`config.mk`:
```
export PLATFORM = sky130hd
export DESIGN_NAME = elm_weight_loader
export DESIGN_NICKNAME = d
export VERILOG_FILES = /design/src/rtl/elm_weight_loader.sv
export SDC_FILE = /design/constraint.sdc
export NUM_CORES = 1
export LEC_CHECK = 0
export CORE_ASPECT_RATIO = 0.9
export CORE_MARGIN = 2
export CORE_UTILIZATION = 40
export CTS_CLUSTER_SIZE = 28
export DETAILED_ROUTE_END_ITERATION = 16
export PLACE_DENSITY_LB_ADDON = 0.15
export SLEW_MARGIN = 20
export SYNTH_ARGS = -nofsm -noshare
export SYNTH_HDL_FRONTEND = slang
export SYNTH_SLANG_ARGS = --single-unit
```
`constraint.sdc`:
```
create_clock -name clk -period 3.8 [get_ports clk]
set_input_delay 1.14 -clock clk [delete_from_list [all_inputs] [get_ports clk]]
set_output_delay 1.14 -clock clk [all_outputs]
set_load 0.05 [all_outputs]
```
`src/rtl/elm_weight_loader.sv`:
```
// elm_weight_loader: streams per-neuron weights then bias from a flat word stream into one ELM layer
// Ports: clk; rst (async, active-low); start/busy/done load control; s_data/s_valid/s_ready
//   stream input; weightValid/weightValue and biasValid/biasValue neuron strobes;
//   config_layer_num/config_neuron_num target select (all-ones when idle);
//   chk_err only when WLOAD_CHECKSUM_EN is defined (trailer word checked against a 32-bit sum).
module elm_weight_loader #(
    parameter int DATA_WIDTH = 16,
    parameter int NUM_WEIGHT = 128,
    parameter int NUM_NEURON = 30,
    parameter int LAYER_NO   = 1,
    parameter int CFG_WIDTH  = 2*DATA_WIDTH+1
) (
    input  logic                  clk,
    input  logic                  rst,
    input  logic                  start,
    output logic                  busy,
    output logic                  done,
    input  logic [DATA_WIDTH-1:0] s_data,
    input  logic                  s_valid,
    output logic                  s_ready,
    output logic                  weightValid,
    output logic [DATA_WIDTH-1:0] weightValue,
    output logic                  biasValid,
    output logic [DATA_WIDTH-1:0] biasValue,
`ifdef WLOAD_CHECKSUM_EN
    output logic                  chk_err,
`endif
    output logic [CFG_WIDTH-1:0]  config_layer_num,
    output logic [CFG_WIDTH-1:0]  config_neuron_num
);
    localparam int WW = $clog2(NUM_WEIGHT+1);
    localparam int NW = $clog2(NUM_NEURON+1);
    localparam logic [WW-1:0] W_LAST = WW'(NUM_WEIGHT-1);
    localparam logic [NW-1:0] N_LAST = NW'(NUM_NEURON-1);
    typedef enum logic [2:0] {IDLE, LOAD_W, LOAD_B, CHECK, FIN} state_t;
`ifdef WLOAD_CHECKSUM_EN
    localparam state_t AFTER_B = CHECK;
`else
    localparam state_t AFTER_B = FIN;
`endif
    state_t state, state_nx;
    logic [WW-1:0] w_cnt;
    logic [NW-1:0] n_idx;
    logic beat;
    always_ff @(posedge clk or negedge rst)
        if (!rst) state <= IDLE;
        else state <= state_nx;
    always_comb begin
        state_nx = state;
        case (state)
            IDLE:    state_nx = start ? LOAD_W : IDLE;
            LOAD_W:  state_nx = (beat && w_cnt == W_LAST) ? LOAD_B : LOAD_W;
            LOAD_B:  state_nx = !beat ? LOAD_B : (n_idx < N_LAST) ? LOAD_W : AFTER_B;
            CHECK:   state_nx = beat ? FIN : CHECK;
            default: state_nx = IDLE;
        endcase
    end
    always_comb begin
        s_ready = state == LOAD_W || state == LOAD_B || state == CHECK;
        beat = s_valid && s_ready;
    end
    // config_neuron_num follows n_idx only on weight beats, so it still names the
    // current neuron during its bias strobe and moves with the next neuron's first weight.
    always_ff @(posedge clk or negedge rst) begin
        if (!rst) begin
            busy <= 1'b0;
            done <= 1'b0;
            weightValid <= 1'b0;
            biasValid <= 1'b0;
            weightValue <= '0;
            biasValue <= '0;
            w_cnt <= '0;
            n_idx <= '0;
            config_layer_num <= '1;
            config_neuron_num <= '1;
        end else begin
            done <= state == FIN;
            weightValid <= beat && state == LOAD_W;
            biasValid <= beat && state == LOAD_B;
            if (state == IDLE && start) begin
                busy <= 1'b1;
                w_cnt <= '0;
                n_idx <= '0;
                config_layer_num <= CFG_WIDTH'(LAYER_NO);
                config_neuron_num <= '0;
            end
            if (beat && state == LOAD_W) begin
                weightValue <= s_data;
                w_cnt <= w_cnt + 1'b1;
                config_neuron_num <= CFG_WIDTH'(n_idx);
            end
            if (beat && state == LOAD_B) begin
                biasValue <= s_data;
                if (n_idx < N_LAST) begin
                    n_idx <= n_idx + 1'b1;
                    w_cnt <= '0;
                end
            end
            if (state == FIN) begin
                busy <= 1'b0;
                config_layer_num <= '1;
                config_neuron_num <= '1;
            end
        end
    end
`ifdef WLOAD_CHECKSUM_EN
    logic [31:0] sum;
    always_ff @(posedge clk or negedge rst) begin
        if (!rst) begin
            sum <= '0;
            chk_err <= 1'b0;
        end else if (state == IDLE && start) begin
            sum <= '0;
            chk_err <= 1'b0;
        end else if (beat && state != CHECK) begin
            sum <= sum + 32'(s_data);
        end else if (beat) begin
            chk_err <= s_data != sum[DATA_WIDTH-1:0];
        end
    end
`endif
endmodule
```
* Word level (Yosys, flattened, before mapping) *
Cells that the tools add are included.
Widths: inputs -> output; s select.

word-level totals
  input port bits = 20
  register bits = 118
  output and inout port bits = 103

operators by class
  magnitude comparators = 1
  eq/ne operators = 5
  mux-type cells = 20
  reduce and logical (&&, ||, !) cells = 10
  $add $sub $neg = 2

operator list
  cell                 number
  $mux 33              5
  $mux 8               4
  $mux 5               3
  $pmux 3 s4           1
  $mux 3               3
  $add 8x1->8 const B  1
  $eq 8x7->1 const B   1
  $eq 3x2->1 const B   2
  $add 5x1->5 const B  1
  $logic_and 1x1->1    5
  $lt 5x5->1 const B   1
  $eq 3x1->1 const B   1
  $eq 3x3->1 const B   1
  $logic_not 3->1      1
  $mux 1               3
  $reduce_bool 3->1    1
  $logic_or 1x1->1     2
  $mux 2               1
  $reduce_bool 2->1    1

* Logic depth before layout (Yosys ltp) *
  depth in word-level cells = 8
  depth in mapped cells = 6
  mapped depth without buffers = 4

* Worst setup path after synthesis *
OpenSTA, ideal clock, no wires.

  path kind = reg-to-output
  start point = register, netlist name config_layer_num[31]
  end point = output config_layer_num[10]
  required time = 2660 ps
  arrival = 1238 ps
  cell stages (with the launch flop) = 2
  path slack = 1422 ps
  path through = dfstp_2 -> buf_4

RTL lines
  what           RTL line  RTL
  end, declared  28        output logic [CFG_WIDTH-1:0] config_layer_num,

==> qor.csv <==
stage,metric,value,unit
worst_setup_path,"Cell Chain, Critical Path",clkdlybuf4s50_1,
clocking,Resized Gates After CTS,0,
synth,number of synthesized flops with an enable pin,0,
sta,final worst slack,0.605,ns
sta,fin crit share,84.1,%
worst_setup_path,WP data arrival,2.05,ns
synth,Cells after Synth,303,
floorplanning,core area,7000,um2
sta,final setup vio count,0,
sta,Tightest Pin Transition,0.853,ns
routing,DRC Markers,0,
floorplanning,Die X,93.5,um
worst_hold_path,type of the worst min-delay path,reg2reg,
clocking,number of CTS-inserted buffers,9,
routing,DR vias/cell,4.72,
pwr,switching share of power,29.5,%
synth,number of synthesis warnings,0,
worst_setup_path,critical path capture point type,primary output,
clocking,CTS Buffer Depth,2,
sta,RSZ-0062 raised after global routing,no,
grt,number of global-route vias before repair,2063,
synth,top cell type by total area after synthesis,dfrtp_1,
floorplanning,die height,84.5,um
pwr,Sw Pwr,422,uW
cells_and_area,"commonest non-fill, non-tap cell in the layout",clkdlybuf4s50_1,
cells_and_area,Nets,394,
routing,1st-iter DRT viols,58,
synth,post-synthesis sequential area ratio,51.5,%
clocking,clk sink count,59,
pwr,register share of total power,50.2,%
cells_and_area,layout cells sized above 1,9.04,%
synth,Mapped Avg Cell Area,9.51,um2
grt,initial antenna violation count,0,
grt,largest net degree at the start of global routing,60,
worst_setup_path,Worst path max stage delay,0.90,ns
grt,grt total ovfl,0,
routing,vias post-DR,2216,
pwr,Clock Power Share,34.1,%
pwr,Pint,1010,uW
placed_design,Final HPWL DP,4280,um
floorplanning,io pins,123,
clocking,# Post-CTS Setup Buffers,0,
pwr,combinational power share,15.7,%
routing,DR WL/cell,13.0,um
synth,Post-synth top flop,dfrtp_1,
synth,top cell type's share of synthesized area,45.2,%
synth,Seq cells post-synth,59,
synth,distinct cell type count after synthesis,37,
floorplanning,num rows,29,
routing,routed wl met3,491,um
grt,GRT Overall Usage,16.2,%
clocking,CTS tree,yes,
floorplanning,Die Area,7900,um2
cells_and_area,n_diodes,0,
sta,Sum Neg Setup Slack,0,ns
pwr,leakage,0.00177,uW
sta,final hold violations,0,
synth,"top cells by area, synth","dfrtp_1 (45%), buf_4 (15%), nand2_1 (13%)",
routing,routed wire length,6120,um
worst_setup_path,Buf/Inv on CP,1,
routing,Top Metal Used,met4,
run_status,run status,"complete, no violations",
clocking,worst-skew pair later-pin latency,0.33,ns
routing,DRT Pass-1 Iters,4,
cells_and_area,final core occ,55.9,%
grt,first-pass GRT wire length,10000,um
routing,WL met1,2800,um
routing,Final ANT Viol Nets,0,
worst_setup_path,crit-path max FO,33,
cells_and_area,P&R area growth vs syn,36.0,%
clocking,"Reg clk slew, reported paths",0.07,ns
sta,FMAX,313,MHz
worst_setup_path,startpoint types,flip-flop,
placed_design,"worst slack, placed",0.746,ns
synth,Async SR Flop Fraction,100,%
clocking,Root Driver,clkbuf_8,
cells_and_area,Finished Layout Cells,469,
worst_setup_path,CP top delay family,buffers and inverters,
sta,Period minus WS final,3.19,ns
clocking,H-tree depth,3,
floorplanning,Starting Density,41.1,%
sta,Worst Skew,0.00597,ns
synth,synthesized area,2880,um2
flow_run,Max Cap Viol,0,
worst_setup_path,WP data required,2.66,ns
sta,Final Hold Slack,0.473,ns
placed_design,placed insts,454,
worst_setup_path,CP max-delay cell,clkdlybuf4s50_1,
sta,Relative slew margins,42.5,%
placed_design,I/O Buffers,121,
cells_and_area,most frequent cells in the layout,"clkdlybuf4s50_1 (120), nand2_1 (101), dfrtp_1 (52), clkbuf_8 (10), a21oi_1 (9)",
pwr,power density over the cells,365,nW/um2
sta,Final Slew Violations,0,
synth,Syn Nets,325,
pwr,Max VDD drop,0.237,mV
routing,wire length on met2,2710,um
worst_setup_path,CP Class,reg2out,
placed_design,gpl congestion,0.764,
clocking,hold_buf cts,0,
worst_setup_path,R2R setup slack,1.86,ns
cell type report:
class	instances	area (um2)
fill	603	3090
sequential	59	1490
timing repair buffer	126	1240
multi-input combinational	170	882
clock buffer	10	138
tap	93	116
clock inverter	5	30.0
inverter	6	22.5
cell families after synthesis:
group                    share of synthesized area, %
flip-flops                                       51.5
AND/OR/NAND/NOR                                  20.5
buffers and inverters                            17.8
XOR/XNOR                                        0.304
multiplexers                                    0.391
adder cells (fa/ha/maj)                         0.868
AO/OA/AOI/OAI                                    8.47
other                                           0.130
final timing paths:
path | depth (start not counted) | from | endpoint
worst max-delay path | 1 | config_layer_num[31]$_DFFE_PN1P_ | config_layer_num[27]
worst min-delay path | 2 | weightValue[11]$_DFFE_PN0N_ | weightValue[11]$_DFFE_PN0N_
worst max register to register | 5 | state[2]$_DFF_PN0_ | config_neuron_num[0]$_DFFE_PN1P_
worst min register to register | 2 | weightValue[11]$_DFFE_PN0N_ | weightValue[11]$_DFFE_PN0N_
max in group asynchronous | 2 | rst | w_cnt[7]$_DFF_PN0_
min in group asynchronous | 2 | rst | weightValue[10]$_DFFE_PN0N_
routing by layer:
layer	GRT usage [%]	vias to the layer above
li1	-	1084
met1	20.5	1030
met2	25.9	90
met3	4.22	12
met4	7.35	0
met5	0	-
power by group through the flow:
stage	clock [uW]	combinational, uW	sequential (uW)
floorplan	0	82.2	780
global placement	0	224	727
detailed placement	0	228	728
CTS	505	229	717
global route	531	248	725
finish	488	225	719
worst register-to-register path, stage by stage, from the launching register on:
cell       delay (ns)
dfrtp_1          0.50
nand4bb_1        0.17
buf_4            0.30
inv_1            0.24
a21oi_1          0.44
a221o_1          0.23
Yosys cell counts, types with 4 or more instances:
library cell / count
nand2_1: 101
buf_4: 59
dfrtp_1: 52
a21oi_1: 9
a221o_1: 7
dfstp_2: 7
buf_2: 6
nor2_1: 6
or4_1: 6
inv_1: 5
nand3_1: 5
o21ai_0: 4
o311ai_0: 4
sequential cells by signal (all words and copies together), names as in the netlist:
| register | cells |
|---|---|
| biasValid | 1 |
| weightValue | 16 |
| done | 1 |
| n_idx | 5 |
| biasValue | 16 |
| busy | 1 |
| config_layer_num | 1 |
| weightValid | 1 |
| config_neuron_num | 6 |
| state | 3 |
| w_cnt | 8 |
metrics by stage:
step / area [um2] / power (uW)
6_report: 3920 / 1430
5_1_grt: 3920 / 1500
4_1_cts: 3920 / 1450
3_5_place_dp: 3750 / 956
3_3_place_gp: 3750 / 952
2_1_floorplan: 2880 / 862
Power figures use the tool's default switching activity.
